`config.mk`:
```
export PLATFORM = sky130hd
export DESIGN_NAME = alu_8bit
export DESIGN_NICKNAME = d
export VERILOG_FILES = /design/src/rtl/alu_8bit.sv
export SDC_FILE = /design/constraint.sdc
export NUM_CORES = 1
export LEC_CHECK = 0
export BUFFER_PORTS_ARGS = -buffer_cell sky130_fd_sc_hd__buf_2
export CAP_MARGIN = 30
export CORE_ASPECT_RATIO = 0.6
export CORE_UTILIZATION = 50
export DETAILED_ROUTE_END_ITERATION = 7
export GPL_TIMING_DRIVEN = 1
export PLACE_DENSITY = 0.71
export SLEW_MARGIN = 5
export SYNTH_ARGS = -nofsm -noshare
export SYNTH_HDL_FRONTEND = slang
export SYNTH_SLANG_ARGS = --single-unit
```
`constraint.sdc`:
```
create_clock -name clk_i -period 7.3 [get_ports clk_i]
set_clock_uncertainty 0.2 [all_clocks]
set_input_delay 0.365 -clock clk_i [delete_from_list [all_inputs] [get_ports clk_i]]
set_output_delay 0.365 -clock clk_i [all_outputs]
set_load 0.005 [all_outputs]
```
`src/rtl/alu_8bit.sv`:
```
// Registered 8-bit ALU: ADD SUB AND OR XOR NOR SHL SHR, one-cycle latency.
// In: clk_i rst_i valid_i a_i b_i op_i. Out: alu_o valid_o zero_o carry_o
// ovf_o neg_o. Define ALU_SAT_EN for unsigned-saturating ADD/SUB.
module alu_8bit (
  input  logic       clk_i,
  input  logic       rst_i,
  input  logic       valid_i,
  input  logic [7:0] a_i,
  input  logic [7:0] b_i,
  input  logic [2:0] op_i,
  output logic [7:0] alu_o,
  output logic       valid_o,
  output logic       zero_o,
  output logic       carry_o,
  output logic       ovf_o,
  output logic       neg_o
);

  typedef enum logic [2:0] {
    OP_ADD = 3'd0,
    OP_SUB = 3'd1,
    OP_AND = 3'd2,
    OP_OR  = 3'd3,
    OP_XOR = 3'd4,
    OP_NOR = 3'd5,
    OP_SHL = 3'd6,
    OP_SHR = 3'd7
  } op_e;

  logic [7:0]  res_d, res_q;
  logic        c_d, c_q;
  logic        v_d, v_q;
  logic        z_d, z_q;
  logic        n_d, n_q;
  logic        valid_q;
  logic [8:0]  sum9, diff9;
  logic [15:0] shl16, shr16;

  // Shifts run in a 16-bit window so the last bit shifted
  // out lands at a fixed position (0 when shift is 0).
  assign sum9  = {1'b0, a_i} + {1'b0, b_i};
  assign diff9 = {1'b0, a_i} - {1'b0, b_i};
  assign shl16 = {8'h00, a_i} << b_i[2:0];
  assign shr16 = {a_i, 8'h00} >> b_i[2:0];

  always_comb begin
    res_d = 8'h00;
    c_d   = 1'b0;
    v_d   = 1'b0;
    unique case (op_e'(op_i))
      OP_ADD: begin
        res_d = sum9[7:0];
        c_d   = sum9[8];
        v_d   = (a_i[7] == b_i[7]) && (sum9[7] != a_i[7]);
`ifdef ALU_SAT_EN
        if (sum9[8]) res_d = 8'hFF;
`endif
      end
      OP_SUB: begin
        res_d = diff9[7:0];
        c_d   = diff9[8];
        v_d   = (a_i[7] != b_i[7]) && (diff9[7] != a_i[7]);
`ifdef ALU_SAT_EN
        if (diff9[8]) res_d = 8'h00;
`endif
      end
      OP_AND: res_d = a_i & b_i;
      OP_OR:  res_d = a_i | b_i;
      OP_XOR: res_d = a_i ^ b_i;
      OP_NOR: res_d = ~(a_i | b_i);
      OP_SHL: begin
        res_d = shl16[7:0];
        c_d   = shl16[8];
      end
      OP_SHR: begin
        res_d = shr16[15:8];
        c_d   = shr16[7];
      end
      default: res_d = 8'h00;
    endcase
    z_d = (res_d == 8'h00);
    n_d = res_d[7];
  end

  always_ff @(posedge clk_i) begin
    if (rst_i) begin
      res_q   <= 8'h00;
      c_q     <= 1'b0;
      v_q     <= 1'b0;
      z_q     <= 1'b0;
      n_q     <= 1'b0;
      valid_q <= 1'b0;
    end else begin
      valid_q <= valid_i;
      if (valid_i) begin
        res_q <= res_d;
        c_q   <= c_d;
        v_q   <= v_d;
        z_q   <= z_d;
        n_q   <= n_d;
      end
    end
  end

  assign alu_o   = res_q;
  assign valid_o = valid_q;
  assign zero_o  = z_q;
  assign carry_o = c_q;
  assign ovf_o   = v_q;
  assign neg_o   = n_q;

endmodule

```
Yosys cells after proc, flatten, opt, wreduce, memory -nomap -nowiden:

Index checks and enable logic that the tools add are counted.

* reductions and logical operators: 4
* shifts and indexed selects: 2
* $mul: 0
* mux-type cells: 3
* equal/unequal tests: 11
* magnitude comparators: 0
* div/mod/pow operators: 0
* $add $sub $neg: 2
* bitwise operators: 4

Operators with widths (number)
* $pmux W8 S8: 1
* $shr A16 B3 Y16: 1
* $eq A3 B3 Y1 const B: 4
* $add A8 B8 Y9: 1
* $shl A8 B3 Y9: 1
* $sub A8 B8 Y9: 1
* $and A8 B8 Y8: 1
* $logic_not A8 Y1: 1
* $not A8 Y8: 1
* $or A8 B8 Y8: 1
* $xor A8 B8 Y8: 1
* $eq A3 B2 Y1 const B: 2
* $pmux W1 S4: 1
* $eq A3 B1 Y1 const B: 1
* $logic_not A3 Y1: 1
* $ne A1 B1 Y1: 3
* $logic_and A1 B1 Y1: 2
* $pmux W1 S2: 1
* $eq A1 B1 Y1: 1

* memory bits (writable): 0
* word-level logic and storage cells: 32
* output and inout port bits: 13
* memory bits (read-only): 0
* register bits after elaboration: 13
* input port bits: 22
* latch bits: 0
* memories: 0

Depth between registers and ports, before layout:

Gate-level depths: netlist of the first run.

* depth after elaboration: 4
* depth in mapped cells: 11
* gate-level depth less buffers: 11

Worst setup path before layout of the first run:

No wires, ideal clock.

* path kind: input to register
* start: in b_i[1]
* end: reg z_q, in the netlist zero_o
* data arrival time: 2.375 ns
* path buffers: 2
* setup slack: 4.609 ns
* library setup time: 0.116 ns
* required time: 6.984 ns
* stages: 11
* path through: buf_6 -> buf_2 -> inv_1 -> fa_1 -> nor2b_1 -> o311ai_0 -> a221oi_1 -> o21ai_0 -> o211ai_1 -> and2_1 -> a41o_1

* cells in the longest elaborated chain, start to end: 4
* elaborated cells on any way between the ends: 10
* classes of those cells: add/sub (2); shift (2); mux (1); bitwise (4); reduce/logical (1)

RTL lines
* start, declared: line 9 `input logic [7:0] b_i,`
* parallel branches: the longest is 2 deep, another holds $sub A8 B8 Y9
* $pmux W8 S8 (*): line 50 `unique case (op_e'(op_i))`
* $logic_not A8 Y1 (*): line 81 `z_d = (res_d == 8'h00);`
* end signal, assigned: line 99 `z_q <= z_d;`
* end, declared: line 33 `logic z_d, z_q;`

Every way passes the cells marked *.
A chain may end at the register's enable or synchronous reset.

Final worst setup path of the first run:

* start: in b_i[1]
* end: reg v_q, in the netlist ovf_o

* cells in the longest elaborated chain, start to end: 4
* elaborated cells on any way between the ends: 7
* classes of those cells: add/sub (2); eq/ne (2); mux (1); reduce/logical (2)

RTL lines
* $sub A8 B8 Y9 / $add A8 B8 Y9 (equally long branches): line 42, 41
* $ne A1 B1 Y1 (on tied branches): line 62, 54
* $logic_and A1 B1 Y1 (on tied branches): line 62, 54
* $pmux W1 S2 (*): line 50
* end signal, assigned: line 98 `v_q <= v_d;`
* end, declared: line 32 `logic v_d, v_q;`

Mark *: on every way between the ends. The rest lies on a longest branch, timed or not.

==> impl_metrics.env, run 1 <==
export IMPL_htreeDepth=1
export IMPL_die_y_um=55.90
export IMPL_drt_iter0_drc=296
export IMPL_gr_usage_all_layers_pct=27.56
export IMPL_layout_nets=370
export IMPL_outcome="finished with violations"
export IMPL_crit_type="in -> reg"
export IMPL_die_w_um=91.84
export IMPL_combPwrFrac_pct=54.4
export IMPL_grt_setup_unrepaired="false"
export IMPL_cts_setup_buffers=0
export IMPL_worstSetupStartpointType="primary input"
export IMPL_yosysSeqAreaShare_pct=9.922
export IMPL_wl_per_cell_um=17.92
export IMPL_yosys_most_used_dff="dfxtp_1"
export IMPL_antennaDiodeCount=0
export IMPL_place_ws_ps=4063
export IMPL_pwr_share_seq_pct=25.0
export IMPL_grt_pass1_vias=2083
export IMPL_r2r_setup_slack_ps=6370
export IMPL_syn_num_nets=354
export IMPL_hold_path_startpoint="rst_i"
export IMPL_viasPerCell=6.568
export IMPL_ff2ff_path_depth=2
export IMPL_clock_latency_ps=240
export IMPL_synth_cells=305
export IMPL_worst_ep_arrival_time_ps=3100
export IMPL_drive_gt1_share_pct=15.99
export IMPL_violations="DRC"
export IMPL_gp_congestion=0.9687
export IMPL_reg2reg_from="zero_o"
export IMPL_slew_limit_headroom_pct=60.44
export IMPL_drc_errors=2
export IMPL_port_buffers=34
export IMPL_p_leak_nw=1.141
export IMPL_finalSetupViolCount=0
export IMPL_antenna_found_initial=0
export IMPL_final_cell_mix="buf_2, inv_1, nor2_1, ha_1, nand2_1"
export IMPL_rr_endpoint="zero_o"
export IMPL_holdPathStages=2
export IMPL_coreArea_sq_um=4612
export IMPL_utilization_pct=56.21
export IMPL_period_minus_slack_ps=3124
export IMPL_cts_path_max_buffers=2
export IMPL_slew_viol_final=0
export IMPL_setup_ws_ps=4176
export IMPL_cap_violations=0
export IMPL_hold_path_endpoint="ovf_o"
export IMPL_start_util_pct=52.50
export IMPL_grt_pass1_wl_um=11080
export IMPL_syn_to_final_growth_pct=7.080
export IMPL_final_common_cell="buf_2"
export IMPL_p_int_mw=0.1706
export IMPL_grt_max_degree=35
export IMPL_syn_area_sq_um=2421
export IMPL_cts_hold_buffers=0
export IMPL_ir_drop_uv=85.20
export IMPL_drtAntennaViolNets=0
export IMPL_cts_resized=0
export IMPL_cts_tree="yes"
export IMPL_fill_cells=430
export IMPL_hold_violations=0
export IMPL_finalWirelength_um=6847
export IMPL_dr_pass1_iters=7
export IMPL_min_path_type="in -> reg"
export IMPL_cp_end_kind="flop"
export IMPL_clkTransAtPathRegs_ps=50
export IMPL_ys_ff_latch=12
export IMPL_ys_types=61
export IMPL_clock_fmax_ghz=0.3201
export IMPL_postSynthAreaPerCell_sq_um=7.938
export IMPL_io_pins=35
export IMPL_power_density_nw_per_um2=112.1
export IMPL_cts_sink_count=12
export IMPL_hpwl_um=5388
export IMPL_async_flop_share_pct=0
export IMPL_worstMarginPinSlew_ps=593.4
export IMPL_grt_overflow_total=0
export IMPL_power_switching_mw=0.1200
export IMPL_yosysWarnings=0
export IMPL_p_clk_share_pct=20.6
export IMPL_synth_edf_count=0
export IMPL_clockRootBuffer="clkbuf_8"
export IMPL_fin_crit_sh_pct=42.80
export IMPL_path_max_fanout=27
export IMPL_route_vias_total=2509
export IMPL_swShare_pct=41.30
export IMPL_setup_tns_ps=0
export IMPL_cp_required_ps=7270
export IMPL_cts_made_buffers=3
export IMPL_num_rows=19
export IMPL_dieArea_sq_um=5134
how the worst max path moves through the flow:
stage,endpoint,depth (start not counted),start
2_1_floorplan,zero_o,11,b_i[1]
3_3_place_gp,zero_o,11,b_i[0]
3_5_place_dp,ovf_o,10,b_i[1]
4_1_cts,ovf_o,10,b_i[1]
5_1_grt,ovf_o,10,b_i[1]
6_report,ovf_o,10,b_i[1]
registers in the layout, summed over array words and instances (netlist names):
| register | cells |
|---|---|
| zero_o | 1 |
| carry_o | 1 |
| ovf_o | 1 |
| valid_o | 1 |
| alu_o | 8 |
synthesized netlist by cell type (all sizes together), types with 3 or more instances:
master	count	share of area (%)
a211oi	16	5.2
a21oi	19	4.1
a221oi	5	2.3
a311oi	3	1.1
and2	4	1.0
and3	5	1.3
buf	12	3.2
clkbuf	11	1.7
dfxtp	12	9.9
ha	25	13
inv	27	4.2
mux2i	9	3.7
mux4	10	10
nand2	21	3.3
nand2b	6	1.6
nand3	4	0.83
nor2	25	3.9
nor2b	7	1.8
nor3	7	1.4
nor3b	4	1.2
o211ai	3	0.93
o21ai	18	3.7
o221ai	7	2.5
o22ai	3	0.78
o31a	4	1.4
cell families (layout without fill, tap and decap cells):
family                   Yosys count  count (layout)  share of synthesized area, %
adder cells (fa/ha/maj)           27              27                         14.57
flip-flops                        12              12                         9.922
XOR/XNOR                           3               3                         1.085
multiplexers                      20              20                         14.42
AO/OA/AOI/OAI                     99              99                         31.01
buffers and inverters             50              64                         9.095
AND/OR/NAND/NOR                   94              94                         19.90
critical path: stages:
cell and delay, ps:
buf_2 420, inv_1 250, ha_1 380, a21o_1 210
a211oi_1 430, o21ai_0 300, and3_1 240, nor4_1 230
o211ai_1 120, a21oi_1 140
area by class of cell:
type / count / area, sq um / share of cell area (%)
clock buffer: 3 / 41.29 / 1.593
sequential: 12 / 240.2 / 9.266
timing repair buffer: 34 / 170.2 / 6.564
inverter: 27 / 101.3 / 3.909
multi-input combinational: 243 / 1961 / 75.63
tap: 63 / 78.83 / 3.041
metrics by stage:
| step | total power [mW] | instances | hold slack (ps) | area [sq um] |
|---|---|---|---|---|
| after CTS | 0.2866 | 382 | 240.6 | 2592 |
| after global placement | 0.2270 | 379 | 258.7 | 2551 |
| final | 0.2906 | 382 | 246.6 | 2592 |
| after floorplan | 0.1866 | 305 | 245.1 | 2421 |
| after detailed placement | 0.2268 | 379 | 253.5 | 2551 |
| after global routing | 0.3100 | 382 | 254.2 | 2592 |
power groups by stage:
stage               sequential (mW)  combinational [mW]  clock, mW
finish                       0.0726               0.158     0.0599
detailed placement           0.0739               0.153          0
floorplan                    0.0742               0.112          0
global route                 0.0731               0.173     0.0636
CTS                          0.0726               0.154     0.0600
global placement             0.0736               0.153          0
routing by layer:
layer | vias up | routed length (um) | global-route usage (%)
li1 | 1182 | - | -
met2 | 168 | 2620 | 36.84
met4 | 0 | 0 | 1.116
met3 | 0 | 943 | 8.333
met5 | - | 0 | 0
met1 | 1159 | 3283 | 44.48
Power figures use the tool's default switching activity.
==> inputs of run 2 (changes only) <==
--- a/config.mk
+++ b/config.mk
@@ -11,7 +11,7 @@
 export CORE_UTILIZATION = 50
 export DETAILED_ROUTE_END_ITERATION = 7
 export GPL_TIMING_DRIVEN = 1
-export PLACE_DENSITY = 0.71
+export PLACE_DENSITY = 0.74
 export SLEW_MARGIN = 5
 export SYNTH_ARGS = -nofsm -noshare
 export SYNTH_HDL_FRONTEND = slang
==> constraint.sdc (replaced) <==
create_clock -name clk_i -period 2.5 [get_ports clk_i]
set_clock_uncertainty 0.2 [all_clocks]
set_input_delay 0.125 -clock clk_i [delete_from_list [all_inputs] [get_ports clk_i]]
set_output_delay 0.125 -clock clk_i [all_outputs]
set_load 0.005 [all_outputs]
==> impl_metrics.env, run 2 (synthesized netlist as in run 1, its figures left out) <==
export IMPL_p_leak_nw=1.342
export IMPL_slew_limit_headroom_pct=61.88
export IMPL_slowest_delay_ps=420
export IMPL_gr_usage_all_layers_pct=29.83
export IMPL_period_minus_slack_ps=2447
export IMPL_wl_per_cell_um=17.59
export IMPL_clock_fmax_ghz=0.4087
export IMPL_clockRootBuffer="clkbuf_8"
export IMPL_holdPathStages=2
export IMPL_slew_viol_final=0
export IMPL_antenna_found_initial=0
export IMPL_crit_chain="buf_2, ha_1, fa_1, a21o_1, a21oi_1, o21ai_1, a21oi_1, o21ai_0, a221oi_1, o21ai_0"
export IMPL_die_y_um=55.90
export IMPL_min_path_type="in -> reg"
export IMPL_hold_path_startpoint="rst_i"
export IMPL_worstSetupStartpointType="primary input"
export IMPL_antennaDiodeCount=0
export IMPL_worst_ep_arrival_time_ps=2360
export IMPL_grt_overflow_total=0
export IMPL_cp_num_buf_inv=1
export IMPL_grt_pass1_vias=2342
export IMPL_ff2ff_path_depth=2
export IMPL_routed_wl_met3_um=870
export IMPL_clock_latency_ps=240
export IMPL_route_vias_total=2608
export IMPL_crit_type="in -> reg"
export IMPL_dr_pass1_iters=7
export IMPL_syn_to_final_growth_pct=20.67
export IMPL_cts_made_buffers=3
export IMPL_top_layer_used="met4"
export IMPL_io_pins=35
export IMPL_setup_tns_ps=0
export IMPL_rr_endpoint="zero_o"
export IMPL_cp_required_ps=2410
export IMPL_final_cell_mix="buf_2, buf_4, inv_1, nor2_1, ha_1"
export IMPL_dieArea_sq_um=5134
export IMPL_place_inst=416
export IMPL_largest_reg_flops=8
export IMPL_r2r_setup_slack_ps=1570
export IMPL_wl_met1_um=3604
export IMPL_clkTransAtPathRegs_ps=60
export IMPL_dr_wl_met2_um=2882
export IMPL_ir_drop_uv=236.3
export IMPL_power_density_nw_per_um2=332.2
export IMPL_stdcell_count=420
export IMPL_gp_congestion=1.024
export IMPL_outcome="finished with violations"
export IMPL_hpwl_um=5938
export IMPL_drt_iter0_drc=281
export IMPL_drive_gt1_share_pct=24.93
export IMPL_grt_pass1_wl_um=11990
export IMPL_cap_violations=0
export IMPL_cts_hold_buffers=0
export IMPL_layout_nets=407
export IMPL_start_util_pct=52.50
export IMPL_viasPerCell=6.210
export IMPL_finalSetupViolCount=0
export IMPL_coreArea_sq_um=4612
export IMPL_reg2reg_from="zero_o"
export IMPL_violations="DRC"
export IMPL_hold_violations=0
export IMPL_cts_tree="yes"
export IMPL_grt_setup_unrepaired="false"
export IMPL_slowest_stage="fa_1"
export IMPL_drc_errors=4
export IMPL_port_buffers=34
export IMPL_finalWirelength_um=7386
export IMPL_grt_max_degree=20
export IMPL_htreeDepth=1
export IMPL_path_max_fanout=4
export IMPL_drtAntennaViolNets=0
export IMPL_die_w_um=91.84
export IMPL_utilization_pct=63.35
export IMPL_hold_path_endpoint="alu_o[1]"
export IMPL_cts_path_max_buffers=2
export IMPL_cp_end_kind="flop"
export IMPL_num_rows=19
export IMPL_cts_sink_count=12
export IMPL_worstMarginPinSlew_ps=563.8
export IMPL_cpLargestDelayFamily="compound AO/OA/AOI/OAI gates"
export IMPL_fin_crit_sh_pct=97.86
==> run 2: area by class of cell <==
cell class,instances,area (sq um)
clock buffer,4,55.05
fill,411,1690
inverter,27,101.3
multi-input combinational,243,1961
sequential,12,240.2
tap,63,78.83
timing repair buffer,71,485.5
==> run 2: repair_timing <==
action,CTS,global route
setup endpoints to repair,0,2
resized for setup,0,2
setup buffers,0,0
==> run 2: power breakdown <==
part	leakage (nW)	switching, mW	internal [mW]
registers	0.0990	0.00669	0.205
clock network	0.0288	0.0781	0.139
logic	1.21	0.296	0.245
total	1.34	0.381	0.590
==> run 2: through the flow <==
| step | hold slack, ps | instance area [sq um] | power (mW) | worst slack (ps) |
|---|---|---|---|---|
| after floorplan | 5.068 | 2421 | 0.5448 | 49.03 |
| after global placement | 235.5 | 2867 | 0.7302 | -131.5 |
| after detailed placement | 253.8 | 2867 | 0.7385 | -196.5 |
| after CTS | 7.390 | 2922 | 0.9567 | 59.11 |
| after global routing | 20.49 | 2922 | 1.030 | 14.56 |
| final | 9.687 | 2922 | 0.9705 | 53.41 |
==> run 2: worst max path at each step <==
stage / to / slack, ps / start / cells past startpoint
floorplan: zero_o / 50 / b_i[1] / 11
global placement: carry_o / -130 / b_i[0] / 10
detailed placement: carry_o / -200 / b_i[0] / 10
CTS: carry_o / 60 / a_i[0] / 10
global route: carry_o / 10 / a_i[0] / 10
finish: carry_o / 50 / a_i[0] / 10
==> run 2: layer usage <==
metal,GRT usage [%],vias to the layer above
met4,3.125,0
met1,46.73,1201
li1,-,1248
met2,40.39,155
met5,0,-
met3,9.426,4
